### config.mk
export PLATFORM = sky130hd
export DESIGN_NAME = ifetch_buf
export DESIGN_NICKNAME = d
export VERILOG_FILES = /design/src/rtl/sisc_pkg.sv /design/src/rtl/ifetch_fifo.sv /design/src/rtl/ifetch_buf.sv
export SDC_FILE = /design/constraint.sdc
export NUM_CORES = 1
export LEC_CHECK = 0
export CAP_MARGIN = 20
export CORE_MARGIN = 2
export CORE_UTILIZATION = 30
export CTS_CLUSTER_DIAMETER = 40
export CTS_CLUSTER_SIZE = 12
export DETAILED_ROUTE_END_ITERATION = 8
export PLACE_DENSITY = 0.55
export SLEW_MARGIN = 20
export SYNTH_ARGS = -nofsm -noshare
export SYNTH_HDL_FRONTEND = slang
export SYNTH_SLANG_ARGS = --single-unit
### constraint.sdc
create_clock -name clk -period 5.4 [get_ports clk]
set_input_delay 0.81 -clock clk [delete_from_list [all_inputs] [get_ports clk]]
set_output_delay 0.81 -clock clk [all_outputs]
set_load 0.1 [all_outputs]
### src/rtl/sisc_pkg.sv
// Shared SISC definitions: fetch FSM encoding and default fetch-path widths.
package sisc_pkg;

    localparam int DEF_AW = 16;
    localparam int DEF_DW = 32;

    typedef enum logic [1:0] {
        IDLE  = 2'b00,
        REQ   = 2'b01,
        DRAIN = 2'b10
    } fetch_state_e;

endpackage

### src/rtl/ifetch_fifo.sv
// First-word-fall-through queue of {pc, word} entries for the fetch buffer.
module ifetch_fifo #(
    parameter int DEPTH = 4,
    parameter int AW    = 16,
    parameter int DW    = 32
) (
    input  logic                     clk,
    input  logic                     rst_f,
    input  logic                     flush,
    input  logic                     push,
    input  logic                     pop,
    input  logic [DW-1:0]            push_word,
    input  logic [AW-1:0]            push_pc,
    output logic [DW-1:0]            head_word,
    output logic [AW-1:0]            head_pc,
    output logic                     full,
    output logic                     empty,
    output logic [$clog2(DEPTH):0]   count
);

    localparam int PW = $clog2(DEPTH);
    localparam logic [PW:0] DEPTH_C = (PW+1)'(DEPTH);

    logic [DW-1:0] word_mem [DEPTH];
    logic [AW-1:0] pc_mem   [DEPTH];
    logic [PW-1:0] wptr;
    logic [PW-1:0] rptr;
    logic [PW:0]   cnt;
    logic          do_push;
    logic          do_pop;

    assign full    = (cnt == DEPTH_C);
    assign empty   = (cnt == '0);
    assign count   = cnt;
    assign do_push = push & ~full & ~flush;
    assign do_pop  = pop & ~empty & ~flush;

    // Pointers are PW bits wide so they wrap modulo DEPTH on their own.
    always_ff @(posedge clk or negedge rst_f) begin
        if (!rst_f) begin
            wptr <= '0;
            rptr <= '0;
            cnt  <= '0;
        end else if (flush) begin
            wptr <= '0;
            rptr <= '0;
            cnt  <= '0;
        end else begin
            if (do_push) wptr <= wptr + 1'b1;
            if (do_pop)  rptr <= rptr + 1'b1;
            case ({do_push, do_pop})
                2'b10:   cnt <= cnt + 1'b1;
                2'b01:   cnt <= cnt - 1'b1;
                default: cnt <= cnt;
            endcase
        end
    end

    always_ff @(posedge clk) begin
        if (do_push) begin
            word_mem[wptr] <= push_word;
            pc_mem[wptr]   <= push_pc;
        end
    end

    assign head_word = empty ? '0 : word_mem[rptr];
    assign head_pc   = empty ? '0 : pc_mem[rptr];

endmodule

### src/rtl/ifetch_buf.sv
// Instruction prefetch buffer: runs sequential fetches ahead of the core into
// a small FWFT queue and restarts at the target on a taken branch.
module ifetch_buf
    import sisc_pkg::*;
#(
    parameter int DEPTH = 4,
    parameter int AW    = DEF_AW,
    parameter int DW    = DEF_DW
) (
    input  logic          clk,
    input  logic          rst_f,
    output logic          im_req,
    output logic [AW-1:0] im_addr,
    input  logic          im_ack,
    input  logic [DW-1:0] im_data,
    input  logic          ir_load,
    output logic          instr_valid,
    output logic [DW-1:0] instr_out,
    output logic [AW-1:0] instr_pc,
    input  logic          redirect,
    input  logic [AW-1:0] redirect_addr
);

    localparam int CW = $clog2(DEPTH) + 1;
    localparam logic [CW-1:0] DEPTH_C = CW'(DEPTH);

    fetch_state_e  state;
    fetch_state_e  state_nxt;
    logic [AW-1:0] fpc;
    logic [AW-1:0] req_addr;
    logic [CW-1:0] count;
    logic [CW-1:0] count_after;
    logic          full;
    logic          empty;
    logic          pop;
    logic          push;
    logic          flush;
    logic          space_now;
    logic          space_after;
    logic          start_req;

    // Space is judged after this cycle's pop so a full queue being drained can
    // keep fetching without a bubble.
    assign pop         = ir_load & ~empty;
    assign space_now   = (count < DEPTH_C) | pop;
    assign count_after = pop ? count : count + 1'b1;
    assign space_after = (count_after < DEPTH_C);
    assign start_req   = (state == IDLE) & ~redirect & space_now;

    always_ff @(posedge clk or negedge rst_f) begin
        if (!rst_f) state <= IDLE;
        else        state <= state_nxt;
    end

    always_comb begin
        state_nxt = state;
        case (state)
            IDLE: begin
                if (start_req) state_nxt = REQ;
            end
            REQ: begin
                if (im_ack) begin
                    if (redirect || !space_after) state_nxt = IDLE;
                end else if (redirect) begin
                    state_nxt = DRAIN;
                end
            end
            DRAIN: begin
                if (im_ack) state_nxt = IDLE;
            end
            default: state_nxt = IDLE;
        endcase
    end

    // A word already requested before a redirect still has to come back in
    // DRAIN; only REQ acknowledgements are ever pushed.
    always_comb begin
        im_req  = (state == REQ) || (state == DRAIN);
        im_addr = im_req ? req_addr : '0;
        push    = (state == REQ) && im_ack && !redirect;
        flush   = redirect;
    end

    always_ff @(posedge clk or negedge rst_f) begin
        if (!rst_f) begin
            fpc      <= '0;
            req_addr <= '0;
        end else begin
            if (redirect)  fpc <= redirect_addr;
            else if (push) fpc <= req_addr + 1'b1;

            if (start_req)                 req_addr <= fpc;
            else if (push && space_after)  req_addr <= req_addr + 1'b1;
        end
    end

    ifetch_fifo #(
        .DEPTH (DEPTH),
        .AW    (AW),
        .DW    (DW)
    ) u_fifo (
        .clk       (clk),
        .rst_f     (rst_f),
        .flush     (flush),
        .push      (push),
        .pop       (pop),
        .push_word (im_data),
        .push_pc   (req_addr),
        .head_word (instr_out),
        .head_pc   (instr_pc),
        .full      (full),
        .empty     (empty),
        .count     (count)
    );

    assign instr_valid = ~empty;

    a_no_push_full: assert property (@(posedge clk) disable iff (!rst_f)
        !(push && full));

    a_addr_stable: assert property (@(posedge clk) disable iff (!rst_f)
        (im_req && !im_ack) |=> (im_req && $stable(im_addr)));

    a_legal_state: assert property (@(posedge clk) disable iff (!rst_f)
        state != 2'b11);

endmodule

==> metrics, run 1 <==
hpwl dp=between 10000 and 15000 um; post-layout net count=approximately 800; Cell Area, Synth=just under 10000 um2; Root Buffer=clkbuf_16; Seq/Total Area, Yosys=69.3%; hold_buf cts=0; post-CTS sizing=0; IO Pins=roughly 120; worst slew pin tran=984 ps; ratio of cells with drive above 1 in the final layout=a little under a fifth; crit share post-route=roughly 78%; crit-path max FO=28; Sequential Area=just under 7000 um2; Area growth syn-to-layout=30.0%; GP Congestion=0.710; die height=around 180 um; fin. max-slew vios=0; worst-skew pair later-pin latency=around 520 ps; result of the run=complete, no violations; CTS Buf Count=38; Rel. slew slack=between 30% and 40%; fraction of registers with async set/reset=17.6%; TritonCTS clock tree=yes; Antenna diodes=0; Critical Path AT=roughly 3400 ps; Post CTS Setup Buffer Count=0; initial core utilization=30.3%; # port buffers=between 100 and 150; Synth Register Bits=about 230; Worst setup EP type=output pin; GRT Total Usage=13.0%; Routed WL=about 22000 um; Primary FF master, synth=edfxtp_1; Mean Syn Cell Area=16.3 um2; Routed WL per cell=approximately 18 um; Vias/cell=approximately 4.5; Max Root-Sink Buffers=3; number of global-route vias before repair=approximately 5800; footprint of the multi-input gates=approximately 2800 um2; reg2reg path depth=5; floorplan row count=66; Reg-to-Reg Start=state[1]; CP Launch Type=flop; Die X=185 um; DRC marker count from the first detailed-route iteration=about 290; total negative slack=0 ps; Reg2Reg Setup Slack=approximately 2700 ps; drt pass-1 iters=4; Post-Route Skew=roughly 27 ps; die area=34100 um2; final hold violations=0; clock period minus worst slack=4190 ps; H-tree depth=2; ANT nets after route=0; Warnings, synthesis=0; CTS Sinks=around 230; first-pass GRT wire length=33500 um; crit path to=instr_out[5]; # DRC=0; clk slew on worst S/H paths=around 50 ps; DR vias=5481; fillers=slightly above 3000; capturing point of the worst reg2reg path=u_fifo.word_mem[1][1]; post-synthesis cell count=600; gr ovfl total=0; Netlist cell types=42; syn nets=between 600 and 700; setup repair after global routing missed its margin=no; initial antenna violation count=0; Critical Path RT=4590 ps; largest net degree at the start of global routing=between 50 and 60; min-delay worst type=in2async; final setup violating endpoints=0; number of synthesized flops with an enable pin=roughly 190; Critical Path Source=u_fifo.rptr[0]; Core ar.=about 32000 um2; f_max=roughly 240 MHz; Max Cap Viol=0; Setup CP Type=reg2out
[final cells by class]
| class | count | area share (%) |
|---|---|---|
| clock buffer | 42 | 7.74 |
| multi-input combinational | 326 | 22.3 |
| sequential | 233 | 53.3 |
| timing repair buffer | 131 | 10.1 |
| clock inverter | 27 | 2.02 |
| inverter | 8 | 0.235 |
| tap | 442 | 4.34 |
[per-layer routing]
layer	up-vias	wire, um	global-route usage, %
met5	-	0	0
met4	0	424	4.00
met3	36	990	2.99
met2	123	10300	21.4
met1	2766	9970	17.1
li1	2556	-	-
[cell families (layout without fill, tap and decap cells)]
kind of cell / count (synthesis) / count (layout) / synth area share (%)
flip-flops: 233 / 233 / 69.3
AND/OR/NAND/NOR: 170 / 170 / 9.42
AO/OA/AOI/OAI: 56 / 56 / 3.25
multiplexers: 54 / 54 / 11.7
buffers and inverters: 41 / 208 / 1.84
XOR/XNOR: 34 / 34 / 3.04
adder cells (fa/ha/maj): 12 / 12 / 1.53
[state kept, by name (all words and copies together) (netlist names)]
register	count
u_fifo.wptr	2
state	2
u_fifo.rptr	2
u_fifo.count	3
fpc	16
req_addr	16
u_fifo.word_mem	128
u_fifo.pc_mem	64
[worst min path at each step]
stage | startpoint | end | slack, ps | depth (start not counted)
finish | rst_f | fpc[15] | 180 | 1
global route | rst_f | req_addr[15] | 180 | 1
CTS | rst_f | req_addr[14] | 500 | 1
detailed placement | fpc[10] | req_addr[10] | 510 | 2
global placement | fpc[15] | req_addr[15] | 500 | 2
floorplan | req_addr[2] | u_fifo.pc_mem[0][2] | 480 | 0
[worst max-delay path, stage by stage, from the launching register on]
cell             delay, ps
dfrtp_4                790
buf_4                  390
mux4_2                 540
and2_1                 170
clkdlybuf4s50_1        970
[through the flow]
stage	hold WS [ps]	cells	area (um2)	utilization (%)	worst slack, ps
floorplan	475	600	9810	-	1920
global placement	499	1139	11500	35.5	1640
detailed placement	509	1139	11500	35.5	1630
CTS	497	1208	12700	39.3	1090
global route	184	1209	12800	39.4	993
finish	176	1209	12800	39.4	1210
[cell usage after synthesis, types with 2 or more instances]
cell / count / area share [%]
and2_1: 66 / 4.2
a31oi_1: 2 / 0.13
mux4_2: 48 / 11
o31ai_1: 2 / 0.15
xor2_1: 8 / 0.71
nand2_1: 20 / 0.77
nand3_1: 8 / 0.41
xnor2_1: 26 / 2.3
and4_1: 3 / 0.27
buf_2: 7 / 0.36
clkbuf_2: 2 / 0.10
edfxtp_1: 192 / 59
mux2i_1: 4 / 0.41
mux2_2: 2 / 0.23
a21oi_1: 26 / 1.3
ha_1: 12 / 1.5
inv_1: 8 / 0.31
nand2b_1: 4 / 0.26
o21ai_0: 21 / 1.1
nor3_1: 3 / 0.15
buf_4: 2 / 0.15
buf_1: 3 / 0.11
dfrtp_1: 41 / 10
nor2_1: 40 / 1.5
and3_1: 13 / 0.83
nor2b_1: 2 / 0.13
nand4_1: 3 / 0.19
clkbuf_1: 18 / 0.69
[layout by cell type (no fill, tap or decap), drive strengths merged, types with 2 or more instances in the layout]
master	n
ha	12
nand4	3
and4	3
inv	21
nor2	41
and3	13
clkinvlp	5
dfrtp	41
nand2	20
edfxtp	192
xor2	8
clkdlybuf4s50	117
and2	67
nor2b	2
a21oi	27
bufinv	2
mux4	48
clkinv	7
xnor2	26
clkbuf	42
nand2b	4
mux2i	4
a31oi	2
mux2	2
nor3	3
nand3	9
o21ai	21
o31ai	2
buf	14
Power of run 1 is left out: the tool's default activity adds up to more than one toggle a clock period on the data nets, which glitch-free logic cannot reach.
==> inputs of run 2 (changes only) <==
Clock period 5.4 ns to 4.12 ns, I/O delays scaled along.
==> metrics, run 2 (synthesized netlist as in run 1, its figures left out) <==
clk slew on worst S/H paths=roughly 50 ps; hold_buf cts=0; Die X=between 150 and 200 um; Worst setup EP type=output pin; most frequent cells in the layout=edfxtp_1, buf_4, and2_1; Post CTS Setup Buffer Count=0; initial core utilization=a little under a third; H-tree depth=2; Reg-to-Reg Start=u_fifo.count[0]; Core ar.=32400 um2; # port buffers=roughly 120; commonest non-fill, non-tap cell in the layout=edfxtp_1; post-CTS sizing=0; largest registers=u_fifo.word_mem x128, u_fifo.pc_mem x64; Critical Path Source=state[0]; Vias/cell=roughly 4.6; Rel. slew slack=about a third; cells along the critical path=inv_1, ha_1, clkdlybuf4s50_1; Crit-path slowest cell=clkdlybuf4s50_1; floorplan row count=66; CTS Buf Count=40; clock period minus worst slack=approximately 3400 ps; DRC marker count from the first detailed-route iteration=roughly 380; Non-Filler Instances=1210; worst-skew pair later-pin latency=530 ps; DR vias=5564; Max Root-Sink Buffers=3; fin. max-slew vios=0; gr ovfl total=0; GRT Total Usage=between 10% and 20%; drt pass-1 iters=4; Routed WL per cell=between 15 and 20 um; Setup CP Type=reg2out; Post-Route Skew=22.9 ps; number of global-route vias before repair=5754; setup repair after global routing missed its margin=no; hpwl dp=around 13000 um; min-delay worst type=in2async; crit share post-route=~82%; Critical Path AT=~2800 ps; f_max=294 MHz; Min Hold Slack=~250 ps; first-pass GRT wire length=33200 um; Root Buffer=clkbuf_16; max reg flops=around 130; die height=approximately 180 um; Largest Register=u_fifo.word_mem; die area=about 34000 um2; ANT nets after route=0; # DRC=0; final hold violations=0; largest net degree at the start of global routing=53; Routed WL=about 22000 um; worst slew pin tran=approximately 990 ps; CP Launch Type=flop; CTS Sinks=233; TritonCTS clock tree=yes; post-layout net count=roughly 800; Critical Path RT=around 3500 ps; Antenna diodes=0; GP Congestion=around 0.72; crit-path max FO=17; Area growth syn-to-layout=29.4%; ratio of cells with drive above 1 in the final layout=about a quarter; IO Pins=119; slowest stage delay, CP=~1200 ps; placed insts=about 1100; result of the run=complete, no violations; total negative slack=0 ps; Max Cap Viol=0; final setup violating endpoints=0; initial antenna violation count=0
## run 2: changes by cell type in the layout (fill, tap and decap cells not counted), moves of 3 or more
cell	before	now
buf_12	1	6
buf_4	12	68
clkdlybuf4s50_1	117	52
clkinv_1	2	6
clkinvlp_4	5	2
inv_6	9	6
## run 2: area by class of cell
cell class	instances	area [um2]
tap	442	553
multi-input combinational	326	2840
timing repair buffer	127	1160
inverter	8	30.0
clock buffer	44	1020
sequential	233	6800
clock inverter	30	300
fill	3050	19700
## run 2: per-stage QoR
| stage | area [um2] | util [%] | setup slack [ps] |
|---|---|---|---|
| finish | 12700 | 39.2 | 724 |
| detailed placement | 11400 | 35.1 | 1280 |
| global route | 12700 | 39.2 | 631 |
| global placement | 11400 | 35.1 | 1290 |
| floorplan | 9810 | - | 836 |
| CTS | 12700 | 39.2 | 724 |
## run 2: worst max-delay path: cells and delay by family (launching register included)
kind       cells  cell delay [ps]
fa+ha+maj      1              600
buf+inv        2             1310
flops          1              360
## run 2: path summary, 6_finish.rpt
path / slack (ps) / endpoint / cells past startpoint
min: 250 / fpc[11] / 1
max reg2reg: 1730 / u_fifo.count[2] / 7
min in group clk: 510 / req_addr[15] / 2
max in group asynchronous: 3130 / u_fifo.rptr[0] / 1
min reg2reg: 510 / req_addr[15] / 2
max: 720 / im_req / 3
## run 2: per-layer routing
metal  wire length (um)  global-route usage [%]  vias to the layer above
li1                   -                       -                     2539
met3               1240                    2.91                       36
met1               9460                    17.0                     2833
met4                432                    4.06                        0
met2              10500                    21.2                      156
met5                  0                       0                        -
Power of run 2 is left out for the same reason.
==> inputs of run 3 (changes only) <==
Clock period 4.12 ns to 3.35 ns, I/O delays scaled along.
==> metrics, run 3 (synthesized netlist as in run 1, its figures left out) <==
initial antenna violation count=0; Routed WL per cell=between 15 and 20 um; post-CTS sizing=0; Reg-to-Reg Start=state[1]; Min Hold Slack=about 160 ps; crit share post-route=approximately 89%; number of global-route vias before repair=between 5000 and 6000; fin. max-slew vios=0; initial core utilization=between 30% and 40%; max reg flops=around 130; post-layout net count=804; Setup CP Type=reg2out; Root Buffer=clkbuf_16; die height=185 um; Global Route met2 Usage=20.9%; final hold violations=0; Rel. slew slack=36.1%; IO Pins=around 120; Largest Register=u_fifo.word_mem; final setup violating endpoints=0; Routed WL=21400 um; busiest layer in global routing=met2; Post-Route Skew=about 18 ps; slowest stage delay, CP=around 740 ps; hpwl dp=roughly 14000 um; Buffers & Inverters on Critical Path=2; crit-path max FO=23; hold_buf cts=0; gr ovfl total=0; worst-skew pair later-pin latency=approximately 520 ps; Vias/cell=roughly 4.5; ANT nets after route=0; largest net degree at the start of global routing=46; clk slew on worst S/H paths=50 ps; setup repair after global routing missed its margin=no; Top Family by Delay on Critical Path=flip-flops; Post CTS Setup Buffer Count=0; Critical Path Source=u_fifo.rptr[0]; Die X=approximately 180 um; CTS Sinks=approximately 230; cells along the critical path=buf_12, mux4_2, and2_1, buf_4; CP Launch Type=flop; TritonCTS clock tree=yes; min-delay worst type=in2async; die area=roughly 34000 um2; GR Util met3=roughly 2.7%; Max Root-Sink Buffers=3; Core ar.=roughly 32000 um2; Area growth syn-to-layout=29.1%; largest registers=u_fifo.word_mem x128, u_fifo.pc_mem x64; met1 Use GR=17.0%; f_max=334 MHz; total negative slack=0 ps; ratio of cells with drive above 1 in the final layout=between 20% and 30%; GP Congestion=just over 0.7; clock period minus worst slack=2990 ps; drt pass-1 iters=4; fin area=about 13000 um2; final core utilization=between 30% and 40%; GRT Total Usage=about an eighth; commonest non-fill, non-tap cell in the layout=edfxtp_1; result of the run=complete, no violations; Max Cap Viol=0; # DRC=0; H-tree depth=2; Antenna diodes=0; Worst setup EP type=output pin; # port buffers=roughly 120; Critical Path RT=about 2900 ps; Critical Path AT=2490 ps; worst slew pin tran=around 960 ps; Crit-path slowest cell=dfrtp_4; DR vias=about 5400; DP Area=11400 um2; first-pass GRT wire length=between 30000 and 40000 um; most frequent cells in the layout=edfxtp_1, buf_4, and2_1; DRC marker count from the first detailed-route iteration=roughly 340; CTS Buf Count=36; floorplan row count=66
==> run 3: final timing paths <==
path	slack (ps)	depth (start not counted)	to
setup / recovery	360	4	instr_out[2]
min in group clk	520	2	req_addr[11]
setup reg to reg	1170	6	state[0]
hold / removal	160	1	fpc[11]
hold reg to reg	520	2	req_addr[11]
max in group asynchronous	2480	1	u_fifo.rptr[0]
==> run 3: area by class of cell <==
class	instances	area, um2
clock buffers	41	930
clock inverters	25	285
fillers	3040	19700
inverters	8	30.0
multi-input cells	326	2840
flip-flops and latches	233	6800
well taps	442	553
repair buffers	134	1220
==> run 3: routing by layer <==
layer  up-vias  part of all wire, %
li1       2543                    -
met1      2731                   45
met2       111                   49
met3        35                  4.3
met4         0                  1.8
met5         -                    0
==> run 3: metrics by stage <==
stage	std cells	setup slack, ps
floorplan	600	181
global placement	1143	802
detailed placement	1143	781
CTS	1209	285
global route	1209	219
finish	1209	360
Power of run 3 is left out for the same reason.
